**src/rtl/sd_block_arbiter_pkg.sv**
```systemverilog
// Shared types and constants for the two-requester SD block arbiter.
package sd_arb_pkg;

  // Arbiter FSM states; the encoding is exported on the debug port.
  typedef enum logic [2:0] {
    IDLE   = 3'd0,
    ARB    = 3'd1,
    ISSUE  = 3'd2,
    ACTIVE = 3'd3,
    DRAIN  = 3'd4,
    FAIL   = 3'd5
  } state_t;

  localparam logic OP_READ  = 1'b0;
  localparam logic OP_WRITE = 1'b1;

  localparam int DEF_BYTES_PER_BLOCK = 512;

endpackage

```
**src/rtl/sd_block_arbiter_rr.sv**
```systemverilog
// Two-way round-robin picker: combinational choice, registered memory of
// the last winner so that a tie goes to the requester not served last.
module rr_arbiter2 (
  input  logic       clk,
  input  logic       rst_n,
  input  logic [1:0] req,
  input  logic       update,
  output logic [1:0] pick
);

  // Index of the last winner; 1 after reset so requester 0 wins the first tie.
  logic last_grant;

  // Choose a one-hot winner from the current request vector.
  always_comb begin
    pick = 2'b00;
    case (req)
      2'b01:   pick = 2'b01;
      2'b10:   pick = 2'b10;
      2'b11:   pick = last_grant ? 2'b01 : 2'b10;
      default: pick = 2'b00;
    endcase
  end

  // Remember the winner whenever the owner commits to a grant.
  always_ff @(posedge clk or negedge rst_n) begin
    if (!rst_n) begin
      last_grant <= 1'b1;
    end else if (update && (pick != 2'b00)) begin
      last_grant <= pick[1];
    end
  end

endmodule

```
**src/rtl/sd_block_arbiter.sv**
```systemverilog
// Shares one single-block SD controller between two block requesters with
// round-robin arbitration, a transfer watchdog and a byte-count check.
//
// Handshake: a requester raises req[i] (with op/addr stable) and holds it
// until it sees a one-cycle done[i] or err[i]; op/addr are sampled in the
// ARB cycle. Toward the controller, sd_execute is held high until sd_busy
// is observed high, which is taken as acceptance of the command.
module sd_block_arbiter
  import sd_arb_pkg::*;
#(
  parameter int ADDR_W          = 32,
  parameter int BYTES_PER_BLOCK = DEF_BYTES_PER_BLOCK,
  parameter int TIMEOUT_CYCLES  = 1048576
) (
  input  logic              clk,
  input  logic              rst_n,
  input  logic [1:0]        req,
  input  logic [1:0]        op,
  input  logic [ADDR_W-1:0] addr0,
  input  logic [ADDR_W-1:0] addr1,
  input  logic [7:0]        wdata0,
  input  logic [7:0]        wdata1,
  output logic [1:0]        grant,
  output logic [1:0]        byte_stb,
  output logic [7:0]        rdata,
  output logic [1:0]        done,
  output logic [1:0]        err,
  output logic              sd_execute,
  output logic              sd_op_code,
  output logic [ADDR_W-1:0] sd_block_address,
  output logic [7:0]        sd_outgoing_byte,
  input  logic [7:0]        sd_incoming_byte,
  input  logic              sd_finished_byte,
  input  logic              sd_finished_block,
  input  logic              sd_busy,
  output state_t            state_dbg
);

  localparam int TW = (TIMEOUT_CYCLES > 2) ? $clog2(TIMEOUT_CYCLES) : 1;
  localparam int CW = $clog2(BYTES_PER_BLOCK + 2);
  localparam logic [TW-1:0] T_LAST   = TW'(TIMEOUT_CYCLES - 1);
  localparam logic [CW-1:0] CNT_FULL = CW'(BYTES_PER_BLOCK);
  localparam logic [CW-1:0] CNT_SAT  = CW'(BYTES_PER_BLOCK + 1);

  state_t          state;
  state_t          state_nxt;
  logic [1:0]      pick;
  logic            owner;
  logic [1:0]      owner_oh;
  logic [TW-1:0]   timer;
  logic [CW-1:0]   byte_cnt;
  logic [CW-1:0]   cnt_inc;
  logic            ok;
  logic            byte_hit;

  assign owner_oh  = owner ? 2'b10 : 2'b01;
  assign state_dbg = state;
  assign cnt_inc   = (byte_cnt == CNT_SAT) ? CNT_SAT : byte_cnt + 1'b1;
  assign byte_hit  = (state == ACTIVE) && sd_finished_byte;

  rr_arbiter2 u_rr (
    .clk    (clk),
    .rst_n  (rst_n),
    .req    (req),
    .update (state == ARB),
    .pick   (pick)
  );

  // State register.
  always_ff @(posedge clk or negedge rst_n) begin
    if (!rst_n) begin
      state <= IDLE;
    end else begin
      state <= state_nxt;
    end
  end

  // Next-state decode plus the state-derived controller/grant outputs.
  always_comb begin
    state_nxt        = state;
    grant            = 2'b00;
    sd_execute       = 1'b0;
    case (state)
      IDLE: begin
        if (!sd_busy && (req != 2'b00)) state_nxt = ARB;
      end
      ARB: begin
        state_nxt = (pick != 2'b00) ? ISSUE : IDLE;
      end
      ISSUE: begin
        grant      = owner_oh;
        sd_execute = 1'b1;
        if (sd_busy)              state_nxt = ACTIVE;
        else if (timer == T_LAST) state_nxt = FAIL;
      end
      ACTIVE: begin
        grant = owner_oh;
        if (sd_finished_block)     state_nxt = DRAIN;
        else if (timer == T_LAST)  state_nxt = FAIL;
      end
      DRAIN, FAIL: begin
        grant = owner_oh;
        if (!sd_busy) state_nxt = IDLE;
      end
      default: state_nxt = IDLE;
    endcase
    sd_outgoing_byte = grant[1] ? wdata1 : (grant[0] ? wdata0 : 8'h00);
  end

  // Capture owner, op and address in ARB; they stay put until the next ARB.
  always_ff @(posedge clk or negedge rst_n) begin
    if (!rst_n) begin
      owner            <= 1'b0;
      sd_op_code       <= OP_READ;
      sd_block_address <= '0;
    end else if ((state == ARB) && (pick != 2'b00)) begin
      owner            <= pick[1];
      sd_op_code       <= pick[1] ? op[1] : op[0];
      sd_block_address <= pick[1] ? addr1 : addr0;
    end
  end

  // Watchdog: zero through IDLE/ARB entry, counts from ARB, never wraps.
  always_ff @(posedge clk or negedge rst_n) begin
    if (!rst_n) begin
      timer <= '0;
    end else if (state == IDLE) begin
      timer <= '0;
    end else if (((state == ARB) || (state == ISSUE) || (state == ACTIVE)) &&
                 (timer != T_LAST)) begin
      timer <= timer + 1'b1;
    end
  end

  // Byte counter and block verdict; a byte in the finishing cycle counts.
  always_ff @(posedge clk or negedge rst_n) begin
    if (!rst_n) begin
      byte_cnt <= '0;
      ok       <= 1'b0;
    end else if (state == ARB) begin
      byte_cnt <= '0;
      ok       <= 1'b0;
    end else if (state == ACTIVE) begin
      if (sd_finished_byte) byte_cnt <= cnt_inc;
      if (sd_finished_block) begin
        ok <= ((sd_finished_byte ? cnt_inc : byte_cnt) == CNT_FULL);
      end
    end
  end

  // Read byte path: strobe and data registered together, ACTIVE only.
  always_ff @(posedge clk or negedge rst_n) begin
    if (!rst_n) begin
      byte_stb <= 2'b00;
      rdata    <= 8'h00;
    end else begin
      byte_stb <= byte_hit ? owner_oh : 2'b00;
      if (byte_hit) rdata <= sd_incoming_byte;
    end
  end

  // Completion pulses: verdict after DRAIN, or once on entry to FAIL.
  always_ff @(posedge clk or negedge rst_n) begin
    if (!rst_n) begin
      done <= 2'b00;
      err  <= 2'b00;
    end else begin
      done <= 2'b00;
      err  <= 2'b00;
      if ((state == DRAIN) && !sd_busy) begin
        if (ok) done <= owner_oh;
        else    err  <= owner_oh;
      end else if ((state_nxt == FAIL) && (state != FAIL)) begin
        err <= owner_oh;
      end
    end
  end

endmodule

```
**config.mk**
```make
export PLATFORM = sky130hd
export DESIGN_NAME = sd_block_arbiter
export DESIGN_NICKNAME = d
export VERILOG_FILES = /design/src/rtl/sd_block_arbiter_pkg.sv /design/src/rtl/sd_block_arbiter_rr.sv /design/src/rtl/sd_block_arbiter.sv
export SDC_FILE = /design/constraint.sdc
export NUM_CORES = 1
export LEC_CHECK = 0
export ABC_AREA = 1
export BUFFER_PORTS_ARGS = -buffer_cell sky130_fd_sc_hd__buf_4
export CAP_MARGIN = 20
export CORE_ASPECT_RATIO = 1.75
export CORE_MARGIN = 1
export CORE_UTILIZATION = 28
export DETAILED_ROUTE_END_ITERATION = 8
export GPL_TIMING_DRIVEN = 0
export PLACE_DENSITY_LB_ADDON = 0.15
export SKIP_LAST_GASP = 1
export SLEW_MARGIN = 30
export SYNTH_ARGS = -nofsm -noshare
export SYNTH_HDL_FRONTEND = slang
export SYNTH_SLANG_ARGS = --single-unit
```
**constraint.sdc**
```tcl
create_clock -name clk -period 3.25 [get_ports clk]
set_clock_uncertainty 0.15 [all_clocks]
set_input_delay 0.325 -clock clk [delete_from_list [all_inputs] [get_ports clk]]
set_output_delay 0.325 -clock clk [all_outputs]
set_load 0.02 [all_outputs]
```
=== Word level (Yosys, flattened, before mapping) ===
Index checks and enable logic that the tools add are counted.

* Register bits: 83
* Latch bits: 0
* Bits in writable memories: 0
* Memory bits (read-only): 0
* Input bits: 97
* Output and inout bits: 61
* Logic and storage cells: 77
* Memories: 0

* Add/sub/neg operators: 2
* $mul: 0
* Div/mod/pow operators: 0
* $lt $le $gt $ge: 0
* Eq/ne operators: 14
* Shifts and indexed selects: 0
* Multiplexer cells: 31
* Bitwise operators: 0
* Reductions and logical operators: 18

{| class="wikitable"
|+ Operator list
! operator !! count
|-
| 10-bit two-way mux || 4
|-
| 20-bit two-way mux || 2
|-
| 32-bit two-way mux || 1
|-
| 20-bit by 1-bit adder with 20-bit output (second input constant) || 1
|-
| 10-bit == test (second input constant) || 2
|-
| 20-bit == test (second input constant) || 1
|-
| 2-bit two-way mux || 10
|-
| 20-bit inequality test (second input constant) || 1
|-
| 8-bit two-way mux || 2
|-
| 3-bit two-way mux || 5
|-
| 3-bit one-hot mux with 5 select lines || 1
|-
| 10-bit by 1-bit adder with 10-bit output (second input constant) || 1
|-
| 2-bit nonzero test || 5
|-
| 3-bit == test (second input constant) || 3
|-
| 3-bit by 2-bit == test with 1-bit output (second input constant) || 2
|-
| 1-bit logical AND || 6
|-
| 2-bit one-hot mux with 3 select lines || 1
|-
| 1-bit two-way mux || 5
|-
| 2-bit == test (second input constant) || 2
|-
| 4-bit OR reduction || 1
|-
| 3-bit by 1-bit == test with 1-bit output (second input constant) || 1
|-
| 3-bit zero test || 1
|-
| 3-bit inequality test (second input constant) || 1
|-
| 2-bit by 1-bit == test with 1-bit output (second input constant) || 1
|-
| other kinds (4) || 5
|}

=== Longest topological paths before layout ===
* Depth in word-level cells: 9
* Depth in mapped cells: 12
* Mapped depth without buffers: 12

=== Hierarchy ===
A second synthesis with hierarchy kept.

* Cell total of the unflattened synthesis: 557
* Area total of the unflattened synthesis: 4416.7 µm²

{| class="wikitable"
|+ By module, submodules not included
! module !! instances !! cells an instance !! area an instance (µm²) !! sequential area each (µm²)
|-
| sd_block_arbiter || 1 || 548 || 4350.4 || 2052.0
|-
| rr_arbiter2 || 1 || 9 || 66.3 || 26.3
|}

=== Worst setup path after synthesis ===
No wires, ideal clock.

* Path kind: register to output
* Start: reg state[0], in the netlist state_dbg[0]
* End: out sd_outgoing_byte[0]
* Arrival: 1.557 ns
* Data required time: 2.775 ns
* Setup slack: 1.218 ns
* Stages on the path, launching flop included: 8
* Path buffers: 0
* Cell sequence: dfrtp_1 inv_1 nor2_1 nand2_1 nand3_1 nand2_1 clkinv_1 a22o_1

* Word-level cells in the longest chain between the ends: 5
* Elaborated cells on any way between the ends: 8
* Classes of those cells: 4 x eq/ne; 3 x mux; 1 x reduce/logical

{| class="wikitable"
|+ RTL lines
! item !! line !! text
|-
| start: declaration || sd_block_arbiter.sv:45 || <nowiki>state_t state;</nowiki>
|-
| start signal: assignment || sd_block_arbiter.sv:74 || <nowiki>state <= state_nxt;</nowiki>
|-
| 3-bit by 2-bit == test with 1-bit output or 3-bit == test (tied branches) || sd_block_arbiter.sv:83 || <nowiki>case (state)</nowiki>
|-
| 4-bit OR reduction (no line) * || n/a ||
|-
| 2-bit two-way mux * || sd_block_arbiter.sv:83 ||
|-
| via grant[0] || sd_block_arbiter.sv:23 || <nowiki>output logic [1:0] grant,</nowiki>
|-
| 8-bit two-way mux * (2 in series) || sd_block_arbiter.sv:107 || <nowiki>sd_outgoing_byte = grant[1] ? wdata1 : (grant[0] ? wdata0 : 8'h00);</nowiki>
|-
| end: declaration || sd_block_arbiter.sv:31 || <nowiki>output logic [7:0] sd_outgoing_byte,</nowiki>
|}

Mark *: on every way through the listed nets, which the timed path passes. The rest lies on a longest branch.

=== Worst setup path in the final report ===
* Start: reg state[0], in the netlist state_dbg[0]
* End: out sd_outgoing_byte[5]

* Word-level cells in the longest chain between the ends: 5
* Elaborated cells on any way between the ends: 8
* Classes of those cells: 4 x eq/ne; 3 x mux; 1 x reduce/logical

{| class="wikitable"
|+ RTL lines
! item !! line
|-
| 3-bit by 2-bit == test with 1-bit output or 3-bit == test (tied branches) || sd_block_arbiter.sv:83
|-
| 4-bit OR reduction (no line) * || n/a
|-
| 2-bit two-way mux * || sd_block_arbiter.sv:83
|-
| 8-bit two-way mux || sd_block_arbiter.sv:107
|-
| 8-bit two-way mux * || sd_block_arbiter.sv:107
|}

Every way passes the cells marked *; elsewhere a longest branch is shown, timed or not.

==> Implementation_results.wiki <==
{| class="wikitable"
! Metric !! Value
|-
| Flops & latches, synth || 83
|-
| Wire length of the first global-routing pass || 22100 µm
|-
| Detailed-route via count || 4281
|-
| Part of the Yosys area used for sequential elements || 48.4%
|-
| Final #Nets || 805
|-
| Area share of the largest cell type after synthesis || 47.8%
|-
| DRT Pass-1 Iters || 4
|-
| Number of slew-limit violations in the final report || 0
|-
| Total leakage power || 2.91 nW
|-
| DRC violation count after routing || 0
|-
| Biggest area contributors in the synthesized netlist || sky130_fd_sc_hd__dfrtp_1 48%, sky130_fd_sc_hd__nand2_1 10%, sky130_fd_sc_hd__a21oi_1 9.3%
|-
| Die height || 166 µm
|-
| Root buf cell || sky130_fd_sc_hd__clkbuf_16
|-
| Overall track demand over capacity in global routing || 17.8%
|-
| Register area || 0.00208 mm²
|-
| Cts repair resizes || 0
|-
| FFs w/ async S/R, synth || 100%
|-
| Final weighted congestion in routability-driven placement || 0.864
|-
| Placement row count || 59
|-
| Max clock buf depth || 2
|-
| Initial core utilization || 28.8%
|-
| Type of the tightest min-delay check || in -> reg
|-
| Number of antenna violations at the first check in global routing || 0
|-
| Unrepaired setup endpoints after global routing || false
|-
| Total wire length || 13400 µm
|-
| Post-CTS setup repair buffer count || 0
|-
| Origin of the worst setup path || state_dbg[0]$_DFF_PN0_
|-
| Outcome || finished, final reports clean
|-
| Worst setup EP type || output pin
|-
| CP Data Arrival Time || 1.99 ns
|-
| Count of buffers inserted at the top-level ports || 156
|-
| Total congestion overflow after global routing || 0
|-
| Startpoint-to-endpoint class of the critical path || reg -> out
|-
| EDFF count, synth || 0
|-
| Startpoint types || register
|-
| HP Start || sd_incoming_byte[3]
|-
| Setup slack on the worst flop-to-flop path || 1.20 ns
|-
| Worst-Margin Slew || 0.821 ns
|-
| Primary FF master, synth || sky130_fd_sc_hd__dfrtp_1
|-
| Worst R2R Path Depth || 12
|-
| Insertion delay of the later-clocked pin in the worst-skew pair || 0.34 ns
|-
| Period utilization || 75.9%
|-
| Start of the worst register-to-register path || timer[0]$_DFFE_PN0P_
|-
| Syn_nets || 637
|-
| Iteration-0 DRC count of the detailed router || 201
|-
| Sink count of the clock tree || 83
|-
| Critical path fanouts, max || 9
|-
| Final setup vio count || 0
|-
| Highest Clock Rate || 0.405 GHz
|-
| Crit path time final || 2.47 ns
|-
| Total negative slack for setup checks || 0 ns
|-
| Post-synthesis cell type with the largest combined area || sky130_fd_sc_hd__dfrtp_1
|-
| DRT antenna net count || 0
|-
| Relative slew slack || 45.3%
|-
| DR vias/cell || 4.79
|-
| TritonCTS buffer count || 9
|-
| Area Overhead vs Synth || 40.8%
|-
| Worst Hold Depth || 2
|-
| Data required time at the worst endpoint || 2.77 ns
|-
| Post-detailed-route wirelength per cell || 15.0 µm
|-
| Endpoints failing hold || 0
|-
| CTS clk-pin slew, worst paths || 0.07 ns
|-
| Inserted Diodes || 0
|-
| Yosys cell types || 34
|-
| Area of the core || 0.0149 mm²
|-
| PwrDens || 851 mW/mm²
|-
| I/O pin count || 158
|-
| Die width || 95.6 µm
|-
| Dominant cell by count in the synthesized netlist || sky130_fd_sc_hd__nand2_1
|-
| Die area || 0.0159 mm²
|-
| Clock tree from TritonCTS || yes
|-
| Fraction of final layout cells with drive strength greater than 1 || 29.9%
|-
| Post-Synthesis Cell Area || 0.00429 mm²
|-
| Cell count after synthesis || 537
|-
| Final core utilization || 40.5%
|-
| Maximum number of pins on one net before global-route repair || 84
|-
| Ranking of synthesized cells by instance count || 116 x sky130_fd_sc_hd__nand2_1, 82 x sky130_fd_sc_hd__dfrtp_1, 80 x sky130_fd_sc_hd__a21oi_1
|-
| Number of global-route vias before repair || 4457
|-
| Post-Synthesis Mean Instance Area || 7.99 µm²
|-
| Combined area of the multi-input logic cells || 0.00194 mm²
|-
| Peak supply drop || 0.405 mV
|-
| Synthesis warning total || 0
|-
| CTS hold repair buffers || 1
|-
| Number of H-tree levels || 3
|-
| Hpwl dp || 10000 µm
|-
| Maximum Capacitance Violations || 0
|-
| Total of fill cells in the finished design || 1577
|}
==> metal layers <==
layer / up-vias / GRT usage, % / share of wire (%)
met4: 0 / 5.91 / 1.6
met3: 16 / 3.39 / 4.2
met2: 119 / 32.0 / 55
li1: 2111 / - / -
met5: - / 0 / 0
met1: 2035 / 20.4 / 39
==> logic make-up after synthesis <==
kind of cell | count (synthesis) | share of synthesized area [%]
flip-flops | 83 | 48.4
XOR/XNOR | 8 | 1.63
multiplexers | 9 | 2.33
AO/OA/AOI/OAI | 122 | 15.4
AND/OR/NAND/NOR | 243 | 24.9
adder cells (fa/ha/maj) | 3 | 0.874
buffers and inverters | 69 | 6.47
==> stage by stage <==
stage,setup WS [ns],instance area (µm²),hold WS (ns),power [mW],instances
after detailed placement,1.18,5700,0.309,4.02,876
after global placement,1.22,5690,0.311,3.99,876
after floorplan,1.22,4290,-0.121,2.99,537
after global routing,0.620,6040,0.0632,5.49,893
after CTS,0.803,6040,0.0527,5.20,893
final,0.784,6040,0.0614,5.15,893
==> flip-flops by register name, summed over array words and instances, names as in the netlist <==
signal            count
sd_block_address     32
timer                20
byte_cnt             10
rdata                 8
state_dbg             3
byte_stb              2
done                  2
err                   2
ok                    1
owner                 1
sd_op_code            1
u_rr.last_grant       1
==> placed cells by master (no fill, tap or decap), drive strengths merged <==
master,instances
buf,163
nand2,124
dfrtp,82
a21oi,80
nor2,66
inv,48
nand3,33
o21ai,23
clkbuf,22
nor3,12
o22ai,9
a22o,8
mux2,8
xor2,7
nand4,6
clkinv,5
ha,3
o31ai,2
bufinv,2
or2,1
mux2i,1
xnor2,1
nor4,1
clkinvlp,1
dlygate4sd3,1
dfstp,1
==> final timing paths <==
kind                                                    end
setup / recovery                        sd_outgoing_byte[5]
hold reg to reg                 u_rr.last_grant$_DFFE_PN1P_
min in group asynchronous  sd_block_address[23]$_DFFE_PN0P_
max in group asynchronous             timer[17]$_DFFE_PN0P_
setup reg to reg                      timer[14]$_DFFE_PN0P_
hold / removal                         rdata[3]$_DFFE_PN0P_
==> power breakdown <==
part           switching (mW)  internal [mW]
clock network           0.443          0.718
registers               0.216           1.37
logic                    1.45          0.944
==> final cells by class <==
| cell class | instances | area share [%] |
|---|---|---|
| Clock inverter | 5 | 1.41 |
| Inverter | 51 | 3.17 |
| Tap cell | 183 | 3.79 |
| Clock buffer | 11 | 4.18 |
| Buffer | 18 | 1.43 |
| Sequential cell | 83 | 34.4 |
| Timing Repair Buffer | 157 | 19.6 |
| Multi-Input combinational cell | 385 | 32.0 |
==> worst max-delay path, cell delays in order, from the launching register on <==
cell and delay (ns):
sky130_fd_sc_hd__dfrtp_1 0.41, sky130_fd_sc_hd__inv_1 0.18, sky130_fd_sc_hd__nor2_1 0.06, sky130_fd_sc_hd__nand2_1 0.12, sky130_fd_sc_hd__nand3_1 0.13, sky130_fd_sc_hd__nand2_1 0.09, sky130_fd_sc_hd__clkinv_1 0.22, sky130_fd_sc_hd__a22o_1 0.28
sky130_fd_sc_hd__buf_4 0.16
(Power assumes the default switching activity.)
